### src/rtl/legv8_ctrl_if.sv
// legv8_ctrl_if: memory handshakes and datapath control lines between sequencer and LEGv8 datapath
interface legv8_ctrl_if;
   logic [31:0] instr;
   logic        imem_ready;
   logic        dmem_ready;
   logic        alu_zero;
   logic        imem_req;
   logic        dmem_req;
   logic        dmem_we;
   logic        ir_we;
   logic        pc_we;
   logic        pc_src;
   logic        reg_we;
   logic        reg2_loc;
   logic        alu_src;
   logic [1:0]  alu_op;
   logic        mem_to_reg;
   logic [1:0]  imm_sel;

   modport master (
      input  instr, imem_ready, dmem_ready, alu_zero,
      output imem_req, dmem_req, dmem_we, ir_we, pc_we, pc_src, reg_we,
             reg2_loc, alu_src, alu_op, mem_to_reg, imm_sel
   );

   modport slave (
      output instr, imem_ready, dmem_ready, alu_zero,
      input  imem_req, dmem_req, dmem_we, ir_we, pc_we, pc_src, reg_we,
             reg2_loc, alu_src, alu_op, mem_to_reg, imm_sel
   );
endinterface

### src/rtl/legv8_multicycle_ctrl.sv
// legv8_multicycle_ctrl: multi-cycle FSM sequencing fetch, decode and LEGv8 datapath phases
module legv8_multicycle_ctrl #(
   parameter int CNT_W = 32
) (
   input  logic             clk,
   input  logic             rst_n,
   input  logic             run,
   legv8_ctrl_if.master     bus,
   output logic             illegal,
   output logic             busy,
   output logic [CNT_W-1:0] retired
);
   typedef enum logic [3:0] {
      IDLE, FETCH, DECODE, EXEC_R, ADDR, MEM_RD, MEM_WR, WB_R, WB_LD, BRANCH, HALT
   } state_t;
   typedef enum logic [2:0] {C_R, C_LD, C_ST, C_CBZ, C_B, C_BAD} cls_t;

   state_t      state, state_nx;
   cls_t        cls, cls_dec;
   logic [10:0] op;
   logic [1:0]  imm_q;
   logic        fin;

   // Opcode bits are captured with the fetch so decode does not depend on instr staying valid
   assign cls_dec = (op == 11'b10001011000 || op == 11'b11001011000 ||
                     op == 11'b10001010000 || op == 11'b10101010000) ? C_R :
                    op == 11'b11111000010        ? C_LD  :
                    op == 11'b11111000000        ? C_ST  :
                    op[10:3] == 8'b10110100      ? C_CBZ :
                    op[10:5] == 6'b000101        ? C_B   : C_BAD;

   assign busy = state != IDLE && state != HALT;

   always_ff @(posedge clk or negedge rst_n) begin
      if (!rst_n) begin
         state   <= IDLE;
         cls     <= C_R;
         op      <= '0;
         imm_q   <= '0;
         illegal <= 1'b0;
         retired <= '0;
      end else begin
         state <= state_nx;
         if (state == FETCH && bus.imem_ready) op <= bus.instr[31:21];
         if (state == DECODE) begin
            cls     <= cls_dec;
            imm_q   <= cls_dec == C_CBZ ? 2'b01 : cls_dec == C_B ? 2'b10 : 2'b00;
            illegal <= illegal | (cls_dec == C_BAD);
         end
         if (fin) retired <= retired + CNT_W'(1);
      end
   end

   always_comb begin
      state_nx       = state;
      fin            = 1'b0;
      bus.imem_req   = 1'b0;
      bus.dmem_req   = 1'b0;
      bus.dmem_we    = 1'b0;
      bus.ir_we      = 1'b0;
      bus.pc_we      = 1'b0;
      bus.pc_src     = 1'b0;
      bus.reg_we     = 1'b0;
      bus.reg2_loc   = 1'b0;
      bus.alu_src    = 1'b0;
      bus.alu_op     = 2'b00;
      bus.mem_to_reg = 1'b0;
      bus.imm_sel    = imm_q;
      case (state)
         IDLE:   state_nx = run ? FETCH : IDLE;
         FETCH: begin
            bus.imem_req = 1'b1;
            bus.ir_we    = bus.imem_ready;
            bus.pc_we    = bus.imem_ready;
            state_nx     = bus.imem_ready ? DECODE : FETCH;
         end
         DECODE: state_nx = cls_dec == C_R ? EXEC_R :
                            (cls_dec == C_LD || cls_dec == C_ST) ? ADDR :
                            (cls_dec == C_CBZ || cls_dec == C_B) ? BRANCH : HALT;
         EXEC_R: begin
            bus.alu_op = 2'b10;
            state_nx   = WB_R;
         end
         WB_R: begin
            bus.reg_we = 1'b1;
            bus.alu_op = 2'b10;
            fin        = 1'b1;
         end
         ADDR: begin
            bus.alu_src  = 1'b1;
            bus.reg2_loc = 1'b1;
            state_nx     = cls == C_ST ? MEM_WR : MEM_RD;
         end
         MEM_RD: begin
            bus.dmem_req = 1'b1;
            bus.alu_src  = 1'b1;
            state_nx     = bus.dmem_ready ? WB_LD : MEM_RD;
         end
         MEM_WR: begin
            bus.dmem_req = 1'b1;
            bus.dmem_we  = 1'b1;
            bus.alu_src  = 1'b1;
            bus.reg2_loc = 1'b1;
            fin          = bus.dmem_ready;
         end
         WB_LD: begin
            bus.reg_we     = 1'b1;
            bus.mem_to_reg = 1'b1;
            fin            = 1'b1;
         end
         BRANCH: begin
            bus.reg2_loc = 1'b1;
            bus.alu_op   = 2'b01;
            bus.pc_src   = 1'b1;
            bus.pc_we    = cls == C_B || bus.alu_zero;
            fin          = 1'b1;
         end
         default: ;
      endcase
      if (fin) state_nx = run ? FETCH : IDLE;
   end
endmodule

### src/flat_wrapper.sv
// flat-port wrapper written by rule: the top's interface ports become plain ports
module legv8_multicycle_ctrl_flat 
#(
   parameter int CNT_W = 32
)
  (clk, rst_n, run, illegal, busy, retired, bus_instr, bus_imem_ready, bus_dmem_ready, bus_alu_zero, bus_imem_req, bus_dmem_req, bus_dmem_we, bus_ir_we, bus_pc_we, bus_pc_src, bus_reg_we, bus_reg2_loc, bus_alu_src, bus_alu_op, bus_mem_to_reg, bus_imm_sel);
  legv8_ctrl_if bus_i ();
  input  logic clk;
  input  logic rst_n;
  input  logic run;
  output logic illegal;
  output logic busy;
  output logic [CNT_W-1:0] retired;
  input wire logic [$bits(bus_i.instr)-1:0] bus_instr;
  input wire logic [$bits(bus_i.imem_ready)-1:0] bus_imem_ready;
  input wire logic [$bits(bus_i.dmem_ready)-1:0] bus_dmem_ready;
  input wire logic [$bits(bus_i.alu_zero)-1:0] bus_alu_zero;
  output wire logic [$bits(bus_i.imem_req)-1:0] bus_imem_req;
  output wire logic [$bits(bus_i.dmem_req)-1:0] bus_dmem_req;
  output wire logic [$bits(bus_i.dmem_we)-1:0] bus_dmem_we;
  output wire logic [$bits(bus_i.ir_we)-1:0] bus_ir_we;
  output wire logic [$bits(bus_i.pc_we)-1:0] bus_pc_we;
  output wire logic [$bits(bus_i.pc_src)-1:0] bus_pc_src;
  output wire logic [$bits(bus_i.reg_we)-1:0] bus_reg_we;
  output wire logic [$bits(bus_i.reg2_loc)-1:0] bus_reg2_loc;
  output wire logic [$bits(bus_i.alu_src)-1:0] bus_alu_src;
  output wire logic [$bits(bus_i.alu_op)-1:0] bus_alu_op;
  output wire logic [$bits(bus_i.mem_to_reg)-1:0] bus_mem_to_reg;
  output wire logic [$bits(bus_i.imm_sel)-1:0] bus_imm_sel;
  assign bus_i.instr = bus_instr;
  assign bus_i.imem_ready = bus_imem_ready;
  assign bus_i.dmem_ready = bus_dmem_ready;
  assign bus_i.alu_zero = bus_alu_zero;
  assign bus_imem_req = bus_i.imem_req;
  assign bus_dmem_req = bus_i.dmem_req;
  assign bus_dmem_we = bus_i.dmem_we;
  assign bus_ir_we = bus_i.ir_we;
  assign bus_pc_we = bus_i.pc_we;
  assign bus_pc_src = bus_i.pc_src;
  assign bus_reg_we = bus_i.reg_we;
  assign bus_reg2_loc = bus_i.reg2_loc;
  assign bus_alu_src = bus_i.alu_src;
  assign bus_alu_op = bus_i.alu_op;
  assign bus_mem_to_reg = bus_i.mem_to_reg;
  assign bus_imm_sel = bus_i.imm_sel;
  legv8_multicycle_ctrl #(.CNT_W(CNT_W)) u_core (.clk(clk), .rst_n(rst_n), .run(run), .bus(bus_i), .illegal(illegal), .busy(busy), .retired(retired));
endmodule
### config.mk
export PLATFORM = sky130hd
export DESIGN_NAME = legv8_multicycle_ctrl_flat
export DESIGN_NICKNAME = d
export VERILOG_FILES = /design/src/rtl/legv8_ctrl_if.sv /design/src/rtl/legv8_multicycle_ctrl.sv /design/src/flat_wrapper.sv
export SDC_FILE = /design/constraint.sdc
export NUM_CORES = 1
export LEC_CHECK = 0
export CORE_MARGIN = 8
export CORE_UTILIZATION = 46
export CTS_CLUSTER_SIZE = 24
export DETAILED_ROUTE_END_ITERATION = 6
export PLACE_DENSITY = 0.81
export SLEW_MARGIN = 20
export SYNTH_ARGS = -nofsm -noshare
export SYNTH_HDL_FRONTEND = slang
export SYNTH_SLANG_ARGS = --single-unit
export TNS_END_PERCENT = 30
### constraint.sdc
create_clock -name clk -period 2.15 [get_ports clk]
set_input_delay 0.645 -clock clk [delete_from_list [all_inputs] [get_ports clk]]
set_output_delay 0.645 -clock clk [all_outputs]
set_load 0.1 [all_outputs]
==> reports/metrics.yaml, run 1 <==
worst_setup_path:
  rr_endpoint: "u_core.retired[16]"
  crit_fanout: 7
  critPathArrivalTime_ns: 1.60
  startpoint_type: "flop"
  r2r_slack_ns: 0.20
  rr_worst_depth: 6
  crit_chain: "buf_6 > xor2_1 > or3_4 > buf_12"
  cp.required_ns: 1.50
  r2r_start: "u_core.state[1]"
  cp_slowest_cell: "dfrtp_2"
  end_kind: "primary output"
  max_stage_delay_ns: 0.49
  crit_type: "flop to primary output"
synthesis:
  yosysSeqAreaShare_pct: 50.3
  synth_area_sq_um: 2640
  synth_top_area_share_pct: 50.3
  syn_nets: 293
  synth_edf_count: 0
  ys_warn_count: 0
  async_flop_share_pct: 100
  synth_ff_type: "dfrtp_1"
  ys_types: 45
  synthTopCellsByArea: "dfrtp_1 50%, xnor2_1 9.0%, mux2_2 5.1%"
  synth_cells: 254
  synth_top_area_cell: "dfrtp_1"
  avgSynthCellArea_sq_um: 10.4
  synth-seq-cells: 53
cts:
  cts_max_level: 2
  cts_tree: "done"
  cts_buffers: 5
  cts.sinks: 53
  worst_skew_pair.late_latency_ns: 0.30
  cts_max_path_buffers: 2
  path_clk_slew_ns: 0.09
  cts-root-buf: "clkbuf_8"
routing:
  ant_nets: 0
  routed_wl_um: 6740
  drt_iter0_drc: 68
  via_count: 2248
  via_per_inst: 5.37
  drc_errors: 0
  first_pass_iters: 4
  post_drt_wl_per_cell_um: 16.1
place:
  dp_hpwl_um: 5190
  preCtsSetupSlack_ns: -0.301
  place.gp.congestion: 0.904
  io_buffers: 64
timing:
  fin_skew_ns: 0.00545
  grt_setup_unrepaired: "true"
  fmax_mhz: 445
  maxSlewViolCount: 0
  setup_ws_ns: -0.0958
  tightest_slew_ns: 0.678
  hold_viol: 0
  whs_ns: 0.376
  fin_crit_ns: 2.25
  slew_headroom_pct: 54.8
  setup-violations-final: 5
  min_period_over_period_pct: 104
pwr:
  p_leak_nw: 1.86
  peakVddDrop_uv: 296
  power_density_nw_per_um2: 378
finish:
  final_layout_size_suffix_gt1_share_pct: 37.5
  fin_nets: 385
  area_growth_pct: 60.6
  diodes: 0
floorplan:
  io_pins: 86
  coreArea_sq_um: 5510
  rows: 27
  die_area_sq_um: 8410
  die_h_um: 91.7
  die_x_um: 91.7
  start_util_pct: 47.9
global_route:
  overflow: 0
  grt_max_degree: 31
  grt_pass1_wl_um: 11300
  track_usage_pct: 16.2
  first_global_vias: 2344
  antenna_found_initial: 0
outcome:
  outcome: "finished with violations"
  violations: "negative setup slack"
run:
  drv_cap: 0
worst_hold_path:
  hold_class: "primary input to asynchronous set/reset pin"
[layout make-up]
cell class	instances	area [sq um]
timing repair buffer	95	1380
clock inverter	1	7.51
inverter	7	37.5
sequential	53	1330
fill	334	1270
tap	72	90.1
multi-input combinational	184	1310
clock buffer	7	76.3
[registers in the layout (all words and copies together) (netlist names)]
register	flops
u_core.retired	32
u_core.op	11
u_core.cls	3
u_core.illegal	1
u_core.state	4
u_core.bus.imm_sel	2
[layer usage]
metal | vias up | global-route usage, % | wire length [um]
met5 | - | 0 | 0
met3 | 13 | 3.83 | 315
met2 | 70 | 29.4 | 3630
met4 | 0 | 4.97 | 131
li1 | 1076 | - | -
met1 | 1089 | 18.3 | 2670
[Yosys cell counts, types with 4 or more instances]
master and instances:
xnor2_1 27, nand4_1 10, nor3_1 5, clkbuf_1 5, dfrtp_1 53, nand4_2 4, inv_1 7, a21oi_1 11
xor2_1 5, nand2_1 27, mux2_2 12, o21ai_0 13, nand3_1 17, nor2_1 15
[cell families after synthesis]
family,share of synthesized area [%]
AND/OR/NAND/NOR,20.7
multiplexers,5.51
flip-flops,50.3
XOR/XNOR,10.6
buffers and inverters,3.37
AO/OA/AOI/OAI,9.02
adder cells (fa/ha/maj),0.475
[worst max path at each step]
stage / start / end / slack (ns) / cells after the start
2_1_floorplan: u_core.state[1] / bus_ir_we / -0.65 / 7
3_3_place_gp: bus_dmem_ready / u_core.retired[25] / -0.23 / 6
3_5_place_dp: bus_dmem_ready / u_core.retired[25] / -0.30 / 6
4_1_cts: u_core.state[1] / bus_reg_we / -0.10 / 3
5_1_grt: u_core.state[1] / bus_reg_we / -0.14 / 3
6_report: u_core.state[1] / busy / -0.1 / 4
[timing repair]
item / in CTS / in global routing
hold buffers: 0 / 0
pin swaps: 2 / 5
endpoints found under the setup margin: 12 / 24
gates resized for setup: 13 / 3
setup buffers: 5 / 4
[cell usage in the layout (no fill, tap or decap), drive strengths merged, types with 2 or more instances in the layout]
cell type / count
o31ai: 3
inv: 5
xor2: 5
clkinvlp: 2
nor2: 16
buf: 80
and2: 2
clkbuf: 7
o22ai: 3
nand4: 14
nand2: 27
nor4bb: 2
clkdlybuf4s50: 14
xnor2: 27
a21oi: 11
mux2: 12
nor3: 5
nand3: 18
a31oi: 2
nand2b: 2
o21ai: 14
dfrtp: 53
and4: 3
nor3b: 2
and3: 3
[metrics by stage]
stage | total power, mW | area, sq um | std cells | setup TNS [ns] | utilization [%]
after floorplan | 1.02 | 2710 | 254 | -6.84 | -
after global placement | 1.08 | 4020 | 402 | -3.84 | 73.1
after detailed placement | 1.08 | 4020 | 402 | -5.81 | 73.1
after CTS | 1.61 | 4200 | 415 | -0.449 | 76.2
after global routing | 1.66 | 4230 | 419 | -0.747 | 76.9
final | 1.60 | 4230 | 419 | -0.332 | 76.9
[report_power, final]
| group | switching, mW | internal, mW | total, mW |
|---|---|---|---|
| Sequential | 0 | 0.996 | 0.996 |
| Combinational | 0.0290 | 0.0319 | 0.0609 |
| Clock | 0.311 | 0.231 | 0.542 |
[critical path, delay by kind of cell, from the launching register on]
family,cells,cell delay (ns)
DFF,1,0.49
and+or+nand+nor,1,0.34
buffers and inverters,2,0.32
xor gates and xnor gates,1,0.15
Power figures use the tool's default switching activity.
==> inputs of run 2 (changes only) <==
Settings changed: ABC_AREA from default to 1, CORE_UTILIZATION 46 to 49, PLACE_DENSITY 0.81 to 0.82.
==> run 2 against run 1 <==
  * The flow still finishes with violations (negative setup slack)
  * Register-to-register slack better by 0.03 ns
  * Core utilization is 1.9 points lower
  * Total power is 16% higher
  * Critical endpoint is now bus_pc_we
  * Largest cell class is now multi-input gates
  * Largest power group unchanged
==> reports/metrics.yaml, run 2 <==
finish:
  mostFrequentLayoutCell: "nand2_1"
  fin_util_pct: 75.0
  largest_reg_flops: 32
  seqCellArea_sq_um: 1330
  largest-register: "u_core.retired"
  final_layout_size_suffix_gt1_share_pct: 21.1
  fin_nets: 584
  diodes: 0
  multi_input_area_sq_um: 1740
  reg_top3: "u_core.retired x32, u_core.op x11, u_core.state x4"
  fillers: 451
  layout_common_cells: "165 x nand2_1, 64 x nor2_1, 52 x dfrtp_1"
  final_cells: 623
  area_growth_pct: 48.0
place:
  io_buffers: 64
  dp_hpwl_um: 7140
  dp_cells: 606
  preCtsSetupSlack_ns: -0.0719
  place.gp.congestion: 0.911
outcome:
  outcome: "finished with violations"
  violations: "negative setup slack"
routing:
  drc_errors: 0
  routed_wl_um: 9180
  first_pass_iters: 4
  post_drt_wl_per_cell_um: 14.7
  via_per_inst: 5.21
  ant_nets: 0
  via_count: 3244
  drt_iter0_drc: 163
pwr:
  swShare_pct: 19.9
  power_density_nw_per_um2: 391
  internal-power_mw: 1.49
  clkPwrFrac_pct: 42.8
  p_leak_nw: 2.23
  switching_power_uw: 370
  peakVddDrop_uv: 366
  pwr-share-seq_pct: 53.6
  p_comb_share_pct: 3.6
timing:
  fin_skew_ns: 0.00609
  finalSetupTns_ns: -0.0214
  hold_viol: 0
  setup_ws_ns: -0.0214
  grt_setup_unrepaired: "true"
  setup-violations-final: 1
  whs_ns: 0.299
  maxSlewViolCount: 0
  min_period_over_period_pct: 101
  fin_crit_ns: 2.17
  slew_headroom_pct: 65.3
  tightest_slew_ns: 0.521
  fmax_mhz: 461
synthesis:
  synth_ff_type: "dfrtp_1"
  synth_top_area_cell: "dfrtp_1"
  async_flop_share_pct: 100
  synthTopCellsByArea: "dfrtp_1 41%, nand2_1 20%, nor2_1 8.2%"
  synth_common_cells: "168 x nand2_1, 70 x nor2_1, 53 x dfrtp_1"
  avgSynthCellArea_sq_um: 6.93
  ys_warn_count: 0
  synth_area_sq_um: 3220
  synth_cells: 464
  synth-seq-cells: 53
  synth_edf_count: 0
  ys_types: 30
  synth_top_area_share_pct: 41.2
  syn_nets: 503
  yosysSeqAreaShare_pct: 41.2
  yosysMostFrequentCell: "nand2_1"
run:
  drv_cap: 0
worst_setup_path:
  cp.required_ns: 1.50
  worst-path-buf-inv: 2
  crit_chain: "clkdlybuf4s50_1 > a21oi_2 > o21ai_4 > buf_12"
  crit_fanout: 1
  startpoint_type: "primary input"
  r2r_slack_ns: 0.23
  critPathArrivalTime_ns: 1.53
  cpLargestDelayFamily: "buffers and inverters"
  cp_slowest_cell: "clkdlybuf4s50_1"
  end_kind: "primary output"
  crit_type: "primary input to primary output"
  max_stage_delay_ns: 0.48
floorplan:
  rows: 29
  coreArea_sq_um: 6350
  start_util_pct: 50.7
  io_pins: 86
  die_area_sq_um: 9410
  die_x_um: 97.0
  die_h_um: 97.0
global_route:
  grt_max_degree: 34
  antenna_found_initial: 0
  overflow: 0
  track_usage_pct: 19.3
  first_global_vias: 3216
  grt_pass1_wl_um: 15400
cts:
  cts.sinks: 53
  cts_max_path_buffers: 2
  path_clk_slew_ns: 0.10
  cts-root-buf: "clkbuf_8"
  cts_max_level: 2
  worst_skew_pair.late_latency_ns: 0.31
  cts_tree: "done"
  cts_buffers: 5
  ctsHoldBuffers: 0
worst_hold_path:
  hold_class: "primary input to asynchronous set/reset pin"
-- run 2: kinds of logic (layout without fill, tap and decap cells) --
logic type	count (synthesis)	after routing	share of synthesized area, %
compound gates	37	37	6.26
buf+inv	61	143	8.01
xor+xnor	27	27	7.35
fa+ha+maj	1	1	0.389
simple gates	285	285	36.8
flops	53	53	41.2
-- run 2: metal layers --
| metal | global-route usage, % | wire length (um) |
|---|---|---|
| met1 | 24.5 | 4150 |
| met2 | 32.5 | 4420 |
| met5 | 0 | 0 |
| met4 | 6.75 | 180 |
| met3 | 2.92 | 424 |
-- run 2: final timing paths --
kind / from / endpoint / depth (start not counted)
max: bus_alu_zero / bus_pc_we / 4
min: rst_n / u_core.retired[0] / 1
max reg2reg: u_core.retired[3] / u_core.retired[30] / 9
min reg2reg: u_core.op[6] / u_core.op[6] / 2
max in group asynchronous: rst_n / u_core.state[3] / 2
min in group clk: u_core.op[6] / u_core.op[6] / 2
-- run 2: layout make-up --
class                      instances  area share [%]
timing repair buffer              82            26.5
multi-input combinational        350            36.5
inverter                          53            4.31
clock inverter                     3            1.37
clock buffer                       5            1.45
tap                               77            2.02
sequential                        53            27.9
-- run 2: power groups by stage --
stage | Clock [mW] | Combinational [mW] | Sequential [mW]
final | 0.797 | 0.0672 | 0.997
after global placement | 0 | 0.0638 | 1.02
after CTS | 0.811 | 0.0665 | 0.997
after detailed placement | 0 | 0.0653 | 1.02
after global routing | 0.846 | 0.0743 | 0.998
after floorplan | 0 | 0.00715 | 1.02
-- run 2: repair_timing --
item,CTS,global route
endpoints found under the setup margin,5,8
gates cloned,0,0
gates resized for setup,10,8
buffers inserted,3,6
pin swaps,2,3
endpoints found under the hold margin,0,0
-- run 2: per-stage QoR --
stage	cell area [sq um]	power [mW]
after floorplan	3300	1.03
after global placement	4520	1.08
after detailed placement	4520	1.08
after CTS	4710	1.87
after global routing	4760	1.92
final	4760	1.86
==> inputs of run 3 (changes only) <==
Settings changed: SETUP_SLACK_MARGIN from default to 0.05.
==> run 3 against run 2 <==
  * The flow now finishes without violations
  * Non-clock buffer count rose by 2
  * Critical endpoint unchanged
  * Hold slack lost 0.035 ns
  * Final cell count rose by 0.32%
==> reports/metrics.yaml, run 3 (synthesis gave the netlist of run 2 again) <==
finish:
  diodes: 0
  layout_common_cells: "165 x nand2_1, 64 x nor2_1, 50 x dfrtp_1"
  largest_reg_flops: 32
  fin_area_sq_um: 4730
  area_growth_pct: 47.0
  fillers: 448
  reg_top3: "u_core.retired x32, u_core.op x11, u_core.state x4"
  final_cells: 625
  mostFrequentLayoutCell: "nand2_1"
  final_layout_size_suffix_gt1_share_pct: 20.8
  largest-register: "u_core.retired"
  fin_nets: 586
place:
  place.gp.congestion: 0.924
  post_dp_cell_area_sq_um: 4530
  io_buffers: 64
  dp_cells: 605
  dp_hpwl_um: 7350
cts:
  cts_max_path_buffers: 2
  path_clk_slew_ns: 0.09
  worst_skew_pair.late_latency_ns: 0.31
  cts-root-buf: "clkbuf_8"
  cts_max_level: 2
  cts_tree: "done"
  cts_buffers: 5
  cts.sinks: 53
routing:
  wl_met1_um: 4460
  via_per_inst: 5.24
  first_pass_iters: 5
  ant_nets: 0
  drt_iter0_drc: 243
  top_layer_used: "met4"
  wl_met3_um: 453
  routed_wl_um: 9460
  met2_length_um: 4390
  drc_errors: 0
  post_drt_wl_per_cell_um: 15.1
  via_count: 3274
floorplan:
  die_h_um: 97.0
  die_x_um: 97.0
  coreArea_sq_um: 6350
  start_util_pct: 50.7
  io_pins: 86
  rows: 29
  die_area_sq_um: 9410
worst_setup_path:
  startpoint_type: "flop"
  crit_type: "flop to primary output"
  cpLargestDelayFamily: "flip-flops"
  max_stage_delay_ns: 0.41
  end_kind: "primary output"
  crit_chain: "inv_2 > nor2_4 > nand2_2 > clkinvlp_4 > nand2_4 > o21ai_4 > buf_12"
  critPathArrivalTime_ns: 1.49
  cp_slowest_cell: "dfrtp_1"
  cp.required_ns: 1.50
  crit_fanout: 3
  worst-path-buf-inv: 3
timing:
  tightest_slew_ns: 0.512
  maxSlewViolCount: 0
  grt_setup_unrepaired: "true"
  fin_skew_ns: 0.00786
  slew_headroom_pct: 65.6
  min_period_over_period_pct: 99.3
  setup-violations-final: 0
  fin_crit_ns: 2.13
  fmax_mhz: 468
  hold_viol: 0
global_route:
  first_global_vias: 3194
  overflow: 0
  grt_max_degree: 38
  track_usage_pct: 19.6
  grt_pass1_wl_um: 15600
  antenna_found_initial: 0
pwr:
  power_density_nw_per_um2: 343
  p_leak_nw: 2.21
  total_power_mw: 1.62
  peakVddDrop_uv: 350
worst_hold_path:
  hold_class: "primary input to asynchronous set/reset pin"
outcome:
  outcome: "finished, final reports clean"
run:
  drv_cap: 0
-- run 3: final timing paths --
check,cells past startpoint,slack [ns],from,to
max in group asynchronous,2,1.33,rst_n,u_core.state[3]
min in group clk,2,0.54,u_core.cls[1],u_core.cls[1]
hold reg to reg,2,0.54,u_core.cls[1],u_core.cls[1]
setup / recovery,7,0.02,u_core.state[0],bus_pc_we
setup reg to reg,8,0.21,u_core.retired[9],u_core.retired[26]
hold / removal,1,0.26,rst_n,u_core.op[0]
-- run 3: per-stage QoR --
| stage | setup WS, ns | utilization [%] | hold slack (ns) | setup TNS (ns) |
|---|---|---|---|---|
| global route | -0.0271 | 74.5 | 0.289 | -0.0344 |
| finish | 0.0155 | 74.5 | 0.264 | 0 |
| CTS | 0.0198 | 73.8 | 0.269 | 0 |
| floorplan | -0.412 | - | 0.349 | -1.04 |
| detailed placement | -0.0610 | 71.4 | 0.515 | -0.104 |
| global placement | -0.0404 | 71.4 | 0.491 | -0.0720 |
-- run 3: timing repair --
action,CTS,global route
endpoints found under the setup margin,7,7
resized for setup,9,3
hold buffers,0,0
buffers inserted,8,4
pin swaps,5,2
-- run 3: power breakdown --
group | total (mW) | internal [mW] | leakage (nW) | switching [mW]
Combinational | 0.0658 | 0.0299 | 1.54 | 0.0358
Sequential | 0.998 | 0.997 | 0.638 | 0.000757
Clock | 0.559 | 0.233 | 0.0395 | 0.327
Total | 1.62 | 1.26 | 2.21 | 0.363
-- run 3: worst register-to-register path: stages, from the launching register on --
cell,delay (ns)
dfrtp_1,0.50
inv_1,0.09
nor3_1,0.46
nand2_1,0.15
nor2_1,0.25
nand2_1,0.14
xor2_1,0.15
nand2_1,0.06
nand2_1,0.04
-- run 3: metal layers --
metal  up-vias  track usage, %
met5         -               0
met3        17            2.92
met1      1538            26.3
li1       1603               -
met4         0            5.68
met2       116            31.6
-- run 3: layout make-up --
| cell class | count | area, sq um | area share, % |
|---|---|---|---|
| Multi-Input combinational cell | 350 | 1740 | 36.8 |
| Inverter | 53 | 208 | 4.39 |
| Tap cell | 77 | 96.3 | 2.04 |
| Timing Repair Buffer | 84 | 1280 | 27.0 |
| Sequential cell | 53 | 1330 | 28.1 |
| Clock buffer | 8 | 80.1 | 1.69 |
